**src/rtl/module_pmod_spi_ctrl.sv**
```systemverilog
// Pmod SPI master with a two-register CPU port (CTRL / DATA).
// Mode 0, MSB first, registered read port with one-cycle latency.
module module_pmod_spi_ctrl #(
   parameter int CLK_DIV = 4,
   parameter int DATA_W  = 8
) (
   input  logic        clk_i,
   input  logic        rst_i,
   input  logic        we_i,
   input  logic [1:0]  addr_i,
   input  logic [31:0] wr_data_i,
   output logic [31:0] rd_data_o,
   output logic        sclk_o,
   output logic        mosi_o,
   input  logic        miso_i,
   output logic        cs_o
);

   localparam int DIV_W = $clog2(CLK_DIV + 1);
   localparam int CNT_W = $clog2(DATA_W + 1);
   localparam logic [DIV_W-1:0] DIV_LAST = DIV_W'(CLK_DIV - 1);
   localparam logic [CNT_W-1:0] BIT_LAST = CNT_W'(DATA_W);

   typedef enum logic [2:0] {
      S_IDLE,
      S_SETUP,
      S_HIGH,
      S_LOW,
      S_HOLD
   } state_t;

   state_t r_state;
   state_t w_state_nxt;

   logic [DIV_W-1:0]  r_div;
   logic [CNT_W-1:0]  r_bitcnt;
   logic [DATA_W-1:0] r_tx;
   logic [DATA_W-1:0] r_rx;
   logic [DATA_W-1:0] r_shreg;
   logic              r_sample;
   logic              r_busy;
   logic              r_done;
   logic              r_miso_s1;
   logic              r_miso_s2;
   logic [31:0]       r_rd_data;

   logic              w_ctrl_sel;
   logic              w_ctrl_wr;
   logic              w_data_wr;
   logic              w_start;
   logic              w_div_last;
   logic              w_last_bit;
   logic [DATA_W-1:0] w_shift_nxt;

   logic              w_sclk;
   logic              w_cs;
   logic              w_mosi;
   logic              w_rise;
   logic              w_fall;
   logic              w_finish;
   logic              w_unused_bits;

   assign w_ctrl_sel  = (addr_i == 2'b01);
   assign w_ctrl_wr   = we_i & w_ctrl_sel;
   assign w_data_wr   = we_i & ~w_ctrl_sel;
   assign w_start     = w_ctrl_wr & wr_data_i[0]
                      & (r_state == S_IDLE);
   assign w_div_last  = (r_div == DIV_LAST);
   assign w_last_bit  = (r_bitcnt == BIT_LAST);
   assign w_shift_nxt = DATA_W'({r_shreg, r_sample});
   assign w_unused_bits = ^wr_data_i;

   always_ff @(posedge clk_i) begin
      if (rst_i) begin
         r_state <= S_IDLE;
      end else begin
         r_state <= w_state_nxt;
      end
   end

   always_comb begin
      w_state_nxt = r_state;
      unique case (r_state)
         S_IDLE: begin
            if (w_start) w_state_nxt = S_SETUP;
         end
         S_SETUP: begin
            if (w_div_last) w_state_nxt = S_HIGH;
         end
         S_HIGH: begin
            if (w_div_last) w_state_nxt = S_LOW;
         end
         S_LOW: begin
            if (w_div_last) begin
               if (w_last_bit) w_state_nxt = S_HOLD;
               else            w_state_nxt = S_HIGH;
            end
         end
         S_HOLD: begin
            if (w_div_last) w_state_nxt = S_IDLE;
         end
         default: w_state_nxt = S_IDLE;
      endcase
   end

   // Strobes mark the last cycle of a phase, i.e. the SCLK edges.
   always_comb begin
      w_sclk   = 1'b0;
      w_cs     = 1'b1;
      w_mosi   = 1'b0;
      w_rise   = 1'b0;
      w_fall   = 1'b0;
      w_finish = 1'b0;
      unique case (r_state)
         S_IDLE: begin
            w_cs = 1'b1;
         end
         S_SETUP: begin
            w_cs   = 1'b0;
            w_mosi = r_shreg[DATA_W-1];
            w_rise = w_div_last;
         end
         S_HIGH: begin
            w_cs   = 1'b0;
            w_sclk = 1'b1;
            w_mosi = r_shreg[DATA_W-1];
            w_fall = w_div_last;
         end
         S_LOW: begin
            w_cs   = 1'b0;
            w_mosi = r_shreg[DATA_W-1];
            w_rise = w_div_last & ~w_last_bit;
         end
         S_HOLD: begin
            w_cs     = 1'b0;
            w_mosi   = r_shreg[DATA_W-1];
            w_finish = w_div_last;
         end
         default: w_cs = 1'b1;
      endcase
   end

   always_ff @(posedge clk_i) begin
      if (rst_i) begin
         r_div     <= '0;
         r_bitcnt  <= '0;
         r_tx      <= '0;
         r_rx      <= '0;
         r_shreg   <= '0;
         r_sample  <= 1'b0;
         r_busy    <= 1'b0;
         r_done    <= 1'b0;
         r_miso_s1 <= 1'b0;
         r_miso_s2 <= 1'b0;
         r_rd_data <= '0;
      end else begin
         r_miso_s1 <= miso_i;
         r_miso_s2 <= r_miso_s1;

         if ((r_state == S_IDLE) || w_div_last) begin
            r_div <= '0;
         end else begin
            r_div <= r_div + DIV_W'(1);
         end

         if (w_data_wr && !r_busy) begin
            r_tx <= wr_data_i[DATA_W-1:0];
         end

         if (w_ctrl_wr) begin
            r_done <= 1'b0;
         end

         if (w_start) begin
            r_busy   <= 1'b1;
            r_shreg  <= r_tx;
            r_bitcnt <= '0;
         end

         if (w_rise) begin
            r_sample <= r_miso_s2;
         end

         if (w_fall) begin
            r_shreg  <= w_shift_nxt;
            r_bitcnt <= r_bitcnt + CNT_W'(1);
         end

         // Completion wins over a same-edge CTRL write clearing done.
         if (w_finish) begin
            r_rx   <= r_shreg;
            r_busy <= 1'b0;
            r_done <= 1'b1;
         end

         if (w_ctrl_sel) begin
            r_rd_data <= {30'b0, r_done, r_busy};
         end else begin
            r_rd_data <= 32'(r_rx);
         end
      end
   end

   assign rd_data_o = r_rd_data;
   assign sclk_o    = w_sclk;
   assign mosi_o    = w_mosi;
   assign cs_o      = w_cs;

endmodule

```
**config.mk**
```make
export PLATFORM = sky130hd
export DESIGN_NAME = module_pmod_spi_ctrl
export DESIGN_NICKNAME = d
export VERILOG_FILES = /design/src/rtl/module_pmod_spi_ctrl.sv
export SDC_FILE = /design/constraint.sdc
export NUM_CORES = 1
export LEC_CHECK = 0
export CORE_MARGIN = 4
export CORE_UTILIZATION = 23
export DETAILED_ROUTE_END_ITERATION = 10
export GPL_ROUTABILITY_DRIVEN = 0
export SETUP_SLACK_MARGIN = 0.5
export SLEW_MARGIN = 30
export SYNTH_ARGS = -nofsm -noshare
export SYNTH_HDL_FRONTEND = slang
export SYNTH_SLANG_ARGS = --single-unit
```
**constraint.sdc**
```tcl
create_clock -name clk_i -period 2.1 [get_ports clk_i]
set_input_delay 0.42 -clock clk_i [delete_from_list [all_inputs] [get_ports clk_i]]
set_output_delay 0.42 -clock clk_i [all_outputs]
set_load 0.03 [all_outputs]
```
Word-level counts from Yosys, hierarchy flattened. Index checks and enable logic that the tools add are counted.

Bits of input ports: 38. Output and inout port bits: 35. Flip-flop bits (word level): 71.

Bitwise logic cells: 7. Equal/unequal tests: 12. Multiplexer cells: 20. Add/subtract/negate cells: 2. Reductions and logical operators: 11.

Operator list (number): $mux W3 (6); $mux W8 (2); $pmux W3 S5 (1); $ne A2 B2 Y1 const B (5); $eq A3 B2 Y1 const B (3); $mux W4 (2); $mux W1 (7); $reduce_or A2 Y1 (3); $and A1 B1 Y1 (5); $reduce_and A5 Y1 (1); $add A4 B1 Y4 const B (1); $eq A4 B4 Y1 const B (1); $reduce_bool A2 Y1 (2); $reduce_or A4 Y1 (1); $add A3 B1 Y3 const B (1); $eq A3 B1 Y1 const B (1); $eq A3 B3 Y1 const B (1); $logic_not A3 Y1 (1); $eq A2 B1 Y1 const B (1); $mux W2 (1); $not A1 Y1 (2); $pmux W1 S2 (1); $logic_and A1 B1 Y1 (1); $logic_not A1 Y1 (1); $logic_or A1 B1 Y1 (1).

Longest topological paths before layout. Gate-level depths: netlist of the first run.

Depth after elaboration: 6. Depth in mapped cells: 7.

Worst setup path before layout of the first run. Ideal clock, no wire load.

Path type: reg-to-output. Start: register r_state[2]. End: output mosi_o. Cell stages (with the launch flop): 5. Data arrival time: 1.247 ns. Required time: 1.680 ns. Slack: 0.433 ns. Path buffers: 2. Path through: dfxtp_1 -> or3_1 -> buf_2 -> clkbuf_1 -> and3_1.

Word-level cells in the longest chain between the ends: 3.

Ends and longest elaborated chain: start, declared (line 32) `state_t r_state;`; start signal, assigned (line 77) `r_state <= w_state_nxt;`; $eq A3 B3 Y1, or another cell as far along (line 114) `unique case (r_state)`; $reduce_or A4 Y1 (no line) *; $mux W1 * (line 114); end, declared (line 14) `output logic mosi_o,`.

Mark *: on every way between the ends. The rest lies on a longest branch, timed or not.

Worst setup path in the final report of the first run.
Start: register r_state[1]. End: output mosi_o.

Same word-level chain as after synthesis.

==> results of run 1 <==
[worst max-delay path: cells and delay by family (launching register included)]
kind | cells | cell delay, ps
and+or+nand+nor | 2 | 550
buffers and inverters | 2 | 240
DFF | 1 | 330
[registers in the layout, summed over array words and instances (netlist names)]
name	cells
r_rx	8
r_shreg	8
r_tx	8
rd_data_o	8
r_bitcnt	4
r_div	3
r_state	3
r_busy	1
r_done	1
r_miso_s1	1
r_miso_s2	1
r_sample	1
[kinds of logic (layout without fill, tap and decap cells)]
| family | Yosys count | after routing | share of synthesized area (%) |
|---|---|---|---|
| adders and majority gates | 5 | 5 | 2.933 |
| other | 1 | 24 | 0.1758 |
| and+or+nand+nor | 83 | 83 | 21.17 |
| DFF | 47 | 47 | 44.11 |
| AOI/OAI and AO/OA | 50 | 50 | 14.60 |
| buffers and inverters | 47 | 57 | 13.25 |
| muxes | 8 | 8 | 3.754 |
[power breakdown]
| group | leakage, uW | switching (uW) | total [uW] | internal, uW |
|---|---|---|---|---|
| registers | 0.000383 | 15.0 | 922 | 907 |
| clock network | 0.0000474 | 304 | 572 | 269 |
| logic | 0.000623 | 115 | 173 | 57.4 |
| total | 0.00105 | 434 | 1670 | 1230 |
[per-stage QoR]
stage / cells / hold slack, ps / power (uW) / instance area [um2] / setup WS (ps)
finish: 382 / 409.0 / 1667 / 2734 / 270.2
detailed placement: 366 / 422.3 / 1108 / 2441 / 149.5
global route: 382 / 426.7 / 1744 / 2734 / 220.0
global placement: 366 / 406.6 / 1105 / 2441 / 216.4
floorplan: 264 / 397.8 / 1089 / 2235 / 477.3
CTS: 378 / 434.5 / 1687 / 2591 / 234.5
[layer usage]
layer,vias up,wire (um)
met5,-,0
met4,0,82
met3,7,295
met2,49,2044
met1,770,2331
li1,852,-
[cells in the final DEF, fill, tap and decap left out, drive strengths merged, types with 2 or more instances in the layout]
cell	count
a211oi	9
a21oi	15
and2	6
and3	3
buf	23
clkbuf	6
clkdlybuf4s50	9
conb	24
dfxtp	47
dlygate4sd2	8
dlymetal6s2s	4
ha	5
inv	5
mux2i	8
nand2	8
nand2b	3
nand3	10
nand3b	3
nor2	24
nor2b	4
nor3	3
nor4	6
nor4bb	2
o211ai	3
o21ai	11
o21bai	8
or3	4
[cell usage after synthesis]
cell       count  area (um2)
buf_4         24       180.2
nor3_1         3       15.01
buf_2          7       35.03
mux2i_1        8       80.08
a21oi_1       15       75.07
nor4b_1        1       8.760
clkbuf_1       9       33.78
buf_1          1       3.750
or2_1          1       6.260
buf_6          1       11.26
and3_1         3       18.77
ha_1           5       62.56
nand3b_1       3       22.52
or3b_2         1       8.760
nand4bb_1      1       11.26
or3_1          4       25.02
conb_1         1       3.750
o211ai_1       3       22.52
nor4bb_1       2       20.02
and2_1         6       37.54
inv_1          5       18.77
nand3_1       10       50.05
nor2_1        24       90.09
a41oi_1        1       8.760
o21ai_0       11       55.05
o21a_1         1       7.510
nand2_1        8       30.03
nand2b_1       3       18.77
nor4_1         6       37.54
nand4b_1       1       8.760
o21bai_1       8       60.06
a211oi_1       9       67.56
and4b_1        1       10.01
nor2b_1        4       25.02
dfxtp_1       47       940.9
nor3b_1        1       7.510
a31oi_1        1       6.260
a311oi_1       1       8.760
[path summary, 6_finish.rpt]
| check | start | to | cells past startpoint |
|---|---|---|---|
| max | r_state[1] | mosi_o | 4 |
| min | r_div[0] | r_div[0] | 1 |
| min reg2reg | r_div[0] | r_div[0] | 1 |
| max reg2reg | r_state[1] | r_shreg[4] | 5 |
[area by class of cell]
type                            count  area [um2]  share of cell area, %
Clock inverter                      2       16.27                 0.5950
Inverter                            5       18.77                 0.6865
Tap cell                          108       135.1                  4.943
Sequential cell                    47       948.4                  34.69
Timing Repair Buffer               44       402.9                  14.74
Clock buffer                        6       82.58                  3.021
Multi-Input combinational cell    170        1130                  41.33
[what timing repair did]
item / in CTS / in global routing
buffers inserted: 4 / 2
cloned: 0 / 2
endpoints found under the setup margin: 31 / 25
pin swaps: 2 / 7
gates resized for setup: 18 / 35
==> results.json, run 1 <==
{
  "fmax_ghz": 0.5465,
  "critPathKind": "flop to output pin",
  "fin_skew_ps": 4.502,
  "setup_tns_ps": 0,
  "ios": 73,
  "clock_latency_ps": 300,
  "htree_num_levels": 2,
  "vias": 1678,
  "core-area_um2": 8891,
  "cp_max_fo": 3,
  "grt_use_total_pct": 8.530,
  "path_cells": "buf_6, or3_4, and3_4, buf_6",
  "fillers": 931,
  "crit_path_start_kind": "flop",
  "worst_setup_path_end_kind": "output pin",
  "grt_pass1_wl_um": 7555,
  "antenna_found_initial": 0,
  "routed_wl_um": 4754,
  "cts-root-buf": "clkbuf_8",
  "io_buffers": 24,
  "synth_warnings": 0,
  "syn_area_um2": 2133,
  "status": "completed",
  "powerDensity_nw_per_um2": 609.9,
  "slowest_delay_ps": 370,
  "cts_buffers": 5,
  "worstPathArrival_ps": 1410,
  "dr.first_iter.drc_count": 54,
  "initial_utilization_pct": 23.99,
  "post-route-period-util_pct": 87.13,
  "cts.sinks": 47,
  "syn_avg_cell_area_um2": 8.852,
  "grt_busiest_layer": "met2",
  "cts.clk_slew.worst_paths_ps": 80,
  "finalSetupViolations": 0,
  "overflow": 0,
  "path_common_cell": "buf_6",
  "report.final.slew_viol_count": 0,
  "ys_ff_latch": 47,
  "ys_seq_area_share_pct": 44.11,
  "first_global_vias": 1587,
  "cts_tree": "yes",
  "cp_data_required_time_ps": 1680,
  "area_growth_pct": 28.15,
  "met3_usage_pct": 2.545,
  "synthCells": 241,
  "avgRoutedWirePerCell_um": 12.45,
  "layout-drive-gt1-share_pct": 20.44,
  "yosysUniqueCellTypes": 38,
  "dieArea_um2": 10880,
  "finalHoldViolations": 0,
  "rrSetupSlack_ps": 500,
  "layout_min_cycle_time_ps": 1830,
  "drt-pass1-iter-count": 4,
  "n_antenna_cell": 0,
  "clockBufferDepth": 2,
  "rsz0062_at_grt": "yes",
  "fp-row-count": 34,
  "ir_worst_vdd_mv": 0.1984,
  "drc": 0,
  "fp.dieW_um": 104.3,
  "critPathSlowestCell": "or3_4",
  "met2_usage_pct": 12.22,
  "maxCapViolations": 0,
  "nets": 316,
  "dp_hpwl_um": 3163,
  "die_y_um": 104.3,
  "cts_hold_buf": 0,
  "viasPerCell": 4.393,
  "min_path_type": "flop to flop",
  "fin_util_pct": 30.75,
  "ant_nets": 0,
  "use_met1_pct": 11.66,
  "p_leak_uw": 0.001053,
  "grt_max_degree": 19
}
Note: power is estimated with default switching activity, not from simulation.
==> run 2, diff against run 1 <==
--- a/config.mk
+++ b/config.mk
@@ -5,7 +5,7 @@
 export SDC_FILE = /design/constraint.sdc
 export NUM_CORES = 1
 export LEC_CHECK = 0
-export CORE_MARGIN = 4
+export CORE_MARGIN = 1.5
 export CORE_UTILIZATION = 23
 export DETAILED_ROUTE_END_ITERATION = 10
 export GPL_ROUTABILITY_DRIVEN = 0
==> results.json, run 2 (same netlist as run 1, synthesis figures left out) <==
{
  "setup_tns_ps": 0,
  "clock_latency_ps": 300,
  "layout_setup_ws_ps": 268.0,
  "critPathSlowestCell": "or3_4",
  "whs_ps": 418.5,
  "layout_min_cycle_time_ps": 1832,
  "area_growth_pct": 28.80,
  "status": "completed",
  "p_leak_uw": 0.001047,
  "dr.first_iter.drc_count": 91,
  "viasPerCell": 4.364,
  "rsz0062_at_grt": "yes",
  "cts.clk_slew.worst_paths_ps": 80,
  "path_cells": "buf_6, or3_4, and3_4, buf_6",
  "min_path_type": "flop to flop",
  "worstPathArrival_ps": 1410,
  "n_antenna_cell": 0,
  "path_buf_inv": 2,
  "post-route-period-util_pct": 87.24,
  "layout-drive-gt1-share_pct": 21.53,
  "clockBufferDepth": 2,
  "dieArea_um2": 9861,
  "drc": 0,
  "final_cells": 382,
  "ios": 73,
  "powerDensity_nw_per_um2": 652.0,
  "grt_pass1_wl_um": 7258,
  "drt-pass1-iter-count": 5,
  "cp_data_required_time_ps": 1680,
  "fillers": 936,
  "path_common_cell": "buf_6",
  "ant_nets": 0,
  "dp_slack_ps": 182.3,
  "grt_use_total_pct": 9.393,
  "maxCapViolations": 0,
  "cts-root-buf": "clkbuf_8",
  "io_buffers": 24,
  "first_global_vias": 1461,
  "worst_setup_path_end_kind": "output pin",
  "grt_max_degree": 22,
  "finalSetupViolations": 0,
  "slowest_delay_ps": 370,
  "ir_worst_vdd_mv": 0.2356,
  "final_common_cell": "dfxtp_1",
  "initial_utilization_pct": 24.11,
  "final_cell_mix": "42 x dfxtp_1, 24 x conb_1, 23 x nor2_1, 15 x a21oi_1, 15 x buf_4",
  "dp_hpwl_um": 2948,
  "cts.sinks": 47,
  "nets": 316,
  "fmax_ghz": 0.5458,
  "fin_skew_ps": 2.054,
  "vias": 1667,
  "cp_max_fo": 3,
  "fp-row-count": 34,
  "die_y_um": 99.31,
  "htree_num_levels": 2,
  "cts_tree": "yes",
  "routed_wl_um": 4487,
  "critPathKind": "flop to output pin",
  "avgRoutedWirePerCell_um": 11.75,
  "cts_buffers": 5,
  "core-area_um2": 8848,
  "numPlacedInstances": 365,
  "finalHoldViolations": 0,
  "report.final.slew_viol_count": 0,
  "crit_family": "simple AND/OR/NAND/NOR gates",
  "crit_path_start_kind": "flop",
  "overflow": 0,
  "antenna_found_initial": 0,
  "fp.dieW_um": 99.31
}
run 2: cell types whose count changed in the layout (fill, tap and decap cells not counted), sizes merged:
| cell | previous run | this run |
|---|---|---|
| clkdlybuf4s50 | 9 | 12 |
| dlymetal6s2s | 4 | 1 |
| bufinv | 0 | 1 |
| clkinvlp | 1 | 0 |
run 2: path summary, 6_finish.rpt:
kind                    from          to  slack [ps]  depth (start not counted)
setup / recovery  r_state[1]      mosi_o         270                          4
hold / removal      r_div[0]    r_div[0]         420                          1
setup reg to reg  r_state[1]  r_shreg[0]         290                          7
hold reg to reg     r_div[0]    r_div[0]         420                          1
run 2: per-stage QoR:
step / area (um2) / total power (uW) / util, %
6_report: 2748 / 1792 / 31.05
5_1_grt: 2748 / 1862 / 31.05
4_1_cts: 2696 / 1800 / 30.47
3_5_place_dp: 2434 / 1106 / 27.50
3_3_place_gp: 2434 / 1104 / 27.50
2_1_floorplan: 2235 / 1089 / -
run 2: timing repair:
action,4_1_cts,5_1_grt
hold buffers,0,0
gates cloned,1,0
setup buffers,4,4
pin swaps,1,3
resized for setup,40,11
endpoints found under the setup margin,32,25
run 2: area by class of cell:
type | instances | area (um2) | area share, %
Timing Repair Buffer | 44 | 407.9 | 14.85
Sequential cell | 47 | 949.7 | 34.56
Multi-Input combinational cell | 170 | 1119 | 40.71
Tap cell | 108 | 135.1 | 4.918
Clock inverter | 2 | 35.03 | 1.275
Clock buffer | 6 | 82.58 | 3.005
Inverter | 5 | 18.77 | 0.6831
run 2: layer usage:
metal	up-vias	share of wire, %	GRT usage (%)
met3	5	6.4	3.092
met4	0	1.5	3.575
met5	-	0	0
met2	63	43	13.54
met1	748	49	12.98
li1	851	-	-
run 2: worst reg2reg max path, cell delays in order, from the launching register on:
cell      delay [ps]
dfxtp_2          330
buf_6            110
or3_4            370
buf_6            130
buf_4            130
buf_12           130
or2_4            300
a211oi_2         240
run 2: power breakdown:
part	internal, uW	switching (uW)	total, uW
Combinational	64.2	118	182
Sequential	907	14.1	921
Clock	385	303	688
Total	1360	435	1790
==> patch 1: new RTL, config.mk and constraints of run 1 <==
Set the parameter `CLK_DIV` to 8 (it was 4).
--- a/src/rtl/module_pmod_spi_ctrl.sv
+++ b/src/rtl/module_pmod_spi_ctrl.sv
@@ -3,3 +3,3 @@
 module module_pmod_spi_ctrl #(
-   parameter int CLK_DIV = 4,
+   parameter int CLK_DIV = 8,
    parameter int DATA_W  = 8
Behaviour: not the same (Yosys sat finds a counterexample within 10 cycles, from zero or initial values and one cycle with rst_i high).
==> patch 1 against run 1 <==
- setup slack better by 0.038 ns
- wire length is 4.1% lower
- sequential cell count increased by 1
- sequential share of layout area decreased by 0.68 points
- critical endpoint is now sclk_o
- clock skew is 0.0033 ns higher
- non-clock buffer count grew 5
- area after synthesis about the same
- count of clock-buffer cells in the layout did not move
- final area increased by 3.8%
Power is not compared: it rests on default switching activity, and its combinational part moved more than twofold at a synthesized area within 25%.
==> patch 1: results (changes against run 1) <==
- Synth Area in XOR/XNOR: 0.0164 (+0.0164)
- Avg Inst Size Synth: 9.48 sq um (+7.0%)
- Max IR drop VDD: 270 uV
- Ys async rst share: 0 (unchanged)
- Seq/Total Area, Yosys: 0.451 (+0.00965)
- Clk pin slew, worst setup/hold paths: 0.09 ns
- Arr. time, crit path: 1.37 ns (-0.04 ns)
- Reg2Reg Depth: 8 (+3)
- Via density: 4.20 (-4.5%)
- Complex-gate fraction of the synthesized area: 0.106 (-0.0398)
- Vias in the first global route: 1578 (-0.57%)
- Nets: 313 (-0.95%)
- Hold Path Class: reg -> reg
- Layout cells sized above 1: 0.256 (+0.0520)
- Post-DP HPWL: 2.93 mm (-7.2%)
- Pre-Repair DR Iteration Count: 4 (unchanged)
- Post-synth top cells: 48 x dfxtp_1, 35 x nor2_1, 24 x buf_4, 21 x nand2_1, 19 x mux2i_1
- GRT Total Usage: 0.0826 (-0.00265)
- Dpl cells: 355 (-3.0%)
- Synth area leaders: dfxtp_1 45%, mux2i_1 8.9%, buf_4 8.5%
- Adder-cell share of the synthesized area: 0.0176 (-0.0117)
- Final WL: 4.56 mm (-4.1%)
- Yosys cell types: 41 (+7.9%)
- Multiplexer share of the synthesized area: 0.0892 (+0.0517)
- First-pass GRT wire length: 7.45 mm (-1.4%)
- Layout Cells excl Fill: 381 (-0.26%)
- Status: finished, final reports clean
- Largest net degree at the start of global routing: 35 (+16)
-- patch 1: repair_timing --
action / in CTS / in global routing
setup endpoints to repair: 25 / 28
pin swaps: 7 / 1
cloned: 2 / 2
setup buffers: 13 / 1
hold endpoints to repair: 0 / 0
resized for setup: 39 / 10
-- patch 1: path summary, 6_finish.rpt --
check / slack, ns / startpoint / to
max: 0.31 / r_state[2]$_SDFFE_PP0P_ / sclk_o
min: 0.45 / r_miso_s1$_SDFF_PP0_ / r_miso_s2$_SDFF_PP0_
max reg2reg: 0.32 / r_state[2]$_SDFFE_PP0P_ / r_shreg[4]$_SDFFE_PP0P_
min reg2reg: 0.45 / r_miso_s1$_SDFF_PP0_ / r_miso_s2$_SDFF_PP0_
-- patch 1: routing by layer --
| layer | wire length [um] | track usage |
|---|---|---|
| met1 | 2100 | 0.102 |
| met2 | 2100 | 0.133 |
| met3 | 265 | 0.0248 |
| met4 | 93 | 0.0351 |
| met5 | 0 | 0 |
-- patch 1: logic make-up (layout without fill, tap and decap cells) --
logic type / Yosys count / in the layout
AOI/OAI and AO/OA: 23 / 23
other: 1 / 24
muxes: 19 / 19
buffers and inverters: 39 / 63
and+or+nand+nor: 88 / 89
DFF: 48 / 48
adders and majority gates: 3 / 3
xor gates and xnor gates: 4 / 4
-- patch 1: cell type report --
type                    instances  area (sq um)
flip-flops and latches         48           965
multi-input cells             162          1070
fillers                       899          6050
repair buffers                 49           517
clock inverters                 2          38.8
clock buffers                   6          82.6
inverters                       6          26.3
well taps                     108           135
-- patch 1: where the power goes --
| group | total [W] | internal, W | switching, W |
|---|---|---|---|
| registers | 0.000961 | 0.000940 | 0.0000216 |
| clock network | 0.000698 | 0.000389 | 0.000309 |
| logic | 0.000431 | 0.000197 | 0.000234 |
-- patch 1: through the flow --
stage               worst slack, ns  hold WS, ns
floorplan                     0.555        0.414
finish                        0.308        0.453
CTS                           0.305        0.456
global placement             0.0864        0.420
detailed placement           0.0751        0.440
global route                  0.251        0.473
-- patch 1: worst max-delay path, stage by stage, from the launching register on --
cell,delay (ns)
dfxtp_2,0.34
buf_6,0.11
or3b_4,0.39
clkinvlp_4,0.11
buf_12,0.12
==> patch 2: new RTL, flow settings as in run 1 <==
Without the edit above. Encoding of `state_t`: now Gray code (3 bits for 5 states).
--- a/src/rtl/module_pmod_spi_ctrl.sv
+++ b/src/rtl/module_pmod_spi_ctrl.sv
@@ -24,7 +24,7 @@
    typedef enum logic [2:0] {
-      S_IDLE,
-      S_SETUP,
-      S_HIGH,
-      S_LOW,
-      S_HOLD
+      S_IDLE  = 3'b000,
+      S_SETUP = 3'b001,
+      S_HIGH  = 3'b011,
+      S_LOW   = 3'b010,
+      S_HOLD  = 3'b110
    } state_t;
Check against the original RTL: same outputs for any inputs over 10 cycles, from zero or initial values and one cycle with rst_i high; not proved beyond that.
==> patch 2 against run 1 <==
- largest cell class unchanged
- wire length is 7.3% lower
- sequential cell count stayed put
- non-clock buffer count is 2 lower
- setup slack better by 0.21 ns
- count of clock-buffer cells in the layout is 1 higher
- final area is 3.8% higher
- area after synthesis is 1.2% higher
- total power is 8.8% higher
- critical path type is now in -> reg
- fmax is 13% higher
- first-iteration DRC count is 48% higher
- critical path depth is 1 higher
==> patch 2: results (changes against run 1) <==
- Status: finished, final reports clean
- Buffers on Ports: 24 (unchanged)
- Antenna violations before repair: 0 (unchanged)
- Max IR drop VDD: 254 uV (+28%)
- First-pass GRT wire length: 7.21 mm (-4.6%)
- Critical path type: in -> reg
- End of the worst hold path: r_div[0]$_SDFF_PP0_
- Clock group: 0.000601 W (+5.1%)
- Complex-gate fraction of the synthesized area: 0.169 (+0.0231)
- Post-synth top cells: 47 x dfxtp_1, 24 x buf_4, 23 x a21oi_1, 23 x nand2_1, 22 x nor2_1
- Hold slack: 0.443 ns (+0.0345 ns)
- Ys async rst share: 0 (unchanged)
- Clock Skews: 0.00983 ns (+0.00532 ns)
- Largest family of logic cells by synthesized area: simple AND/OR/NAND/NOR gates
- Yosys cell types: 38 (unchanged)
- Reg2Reg Depth: 5 (unchanged)
- Synth Area in XOR/XNOR: 0 (unchanged)
- Clk_lat worst skew: 0.30 ns (about the same)
- Number of fillers in the final layout: 950 (+2.0%)
- Largest net degree at the start of global routing: 42 (+23)
- Vias in the first global route: 1556 (-2.0%)
- R2R Setup Slk: 0.49 ns
- Antenna diodes: 0 (unchanged)
- Worst r2r src: r_state[1]$_SDFFE_PP0P_
- Crit path max-delay family: buffers and inverters
- Final WL: 4.41 mm (-7.3%)
- Cell Int Power: 0.00133 W (+7.5%)
- CP endpoint: r_shreg[4]$_SDFFE_PP0P_
- Pre-Repair DR Iteration Count: 4 (unchanged)
- Root Driver: clkbuf_8
- Pleak: 1.04 nW (-1.2%)
- CTS Buf Count: 5 (unchanged)
- Yosys top cell by area: dfxtp_1
- Vias post-DR: 1720 (+2.5%)
- Nets: 325 (+2.8%)
- Hold Path Depth: 1 (unchanged)
- Slowest stage cell on the critical path: clkdlybuf4s50_1
- Seq/Total Area, Yosys: 0.436 (-0.00537)
- Arr. time, crit path: 1.82 ns (+0.41 ns)
- Hold_sp: r_div[0]$_SDFF_PP0_
- Hold Path Class: reg -> reg
- Peak fanout along the critical path: 8 (+5)
- Synth warn: 0 (unchanged)
- Adder-cell share of the synthesized area: 0.0290 (-0.000357)
- GRT Total Usage: 0.0793 (-0.00595)
- Multiplexer share of the synthesized area: 0.00463 (-0.0329)
- Synth area leaders: dfxtp_1 44%, buf_4 8.3%, a21oi_1 5.3%
- Layout cells sized above 1: 0.216 (+0.0112)
- Critical path origin: addr_i[0]
- Post-DP HPWL: 3.01 mm (-4.8%)
- Clock Path Buffers: 2 (unchanged)
- CTS H-Tree Depth: 2 (unchanged)
- Comb power frac: 0.154 (+0.050)
- Clk pin slew, worst setup/hold paths: 0.09 ns
- CP max stage delay: 0.49 ns (+0.12 ns)
- 1st-iter DRT viols: 80 (+48%)
[patch 2: cell count changes after synthesis, sizes merged, moves of 5 or more]
cell / run 1 / this run
nand2: 8 / 23
mux2i: 8 / 1
o21bai: 8 / 1
nand2b: 3 / 8
a21oi: 15 / 23
a211oi: 9 / 3
a2111oi: 0 / 7
[patch 2: cells by family after synthesis]
group,after synthesis
DFF,47
adders and majority gates,5
AOI/OAI and AO/OA,52
buffers and inverters,48
muxes,1
other,1
and+or+nand+nor,97
[patch 2: final cells by class]
class | count | area [sq um] | area share
inverters | 7 | 26.3 | 0.00926
flip-flops and latches | 47 | 950 | 0.335
multi-input cells | 179 | 1220 | 0.429
clock inverters | 1 | 7.51 | 0.00264
well taps | 111 | 139 | 0.0489
clock buffers | 7 | 96.3 | 0.0339
repair buffers | 42 | 402 | 0.141
[patch 2: stage by stage]
stage / std cells / area [sq um] / power [W] / setup slack [ns]
after CTS: 388 / 2730 / 0.00182 / 0.481
after global routing: 394 / 2840 / 0.00190 / 0.422
after detailed placement: 377 / 2460 / 0.00119 / 0.124
after floorplan: 274 / 2260 / 0.00115 / 0.516
after global placement: 377 / 2460 / 0.00119 / 0.133
final: 394 / 2840 / 0.00181 / 0.478
[patch 2: per-layer routing]
layer / vias up / GRT usage / wire length [um]
met4: 0 / 0.0403 / 143
met5: - / 0 / 0
met3: 13 / 0.0222 / 200
met2: 35 / 0.133 / 2190
li1: 867 / - / -
met1: 805 / 0.0922 / 1870
[patch 2: repair_timing]
| action | 4_1_cts | 5_1_grt |
|---|---|---|
| buffers inserted | 3 | 6 |
| pin swaps | 6 | 15 |
| gates cloned | 0 | 0 |
| endpoints found under the setup margin | 21 | 23 |
| resized for setup | 44 | 23 |
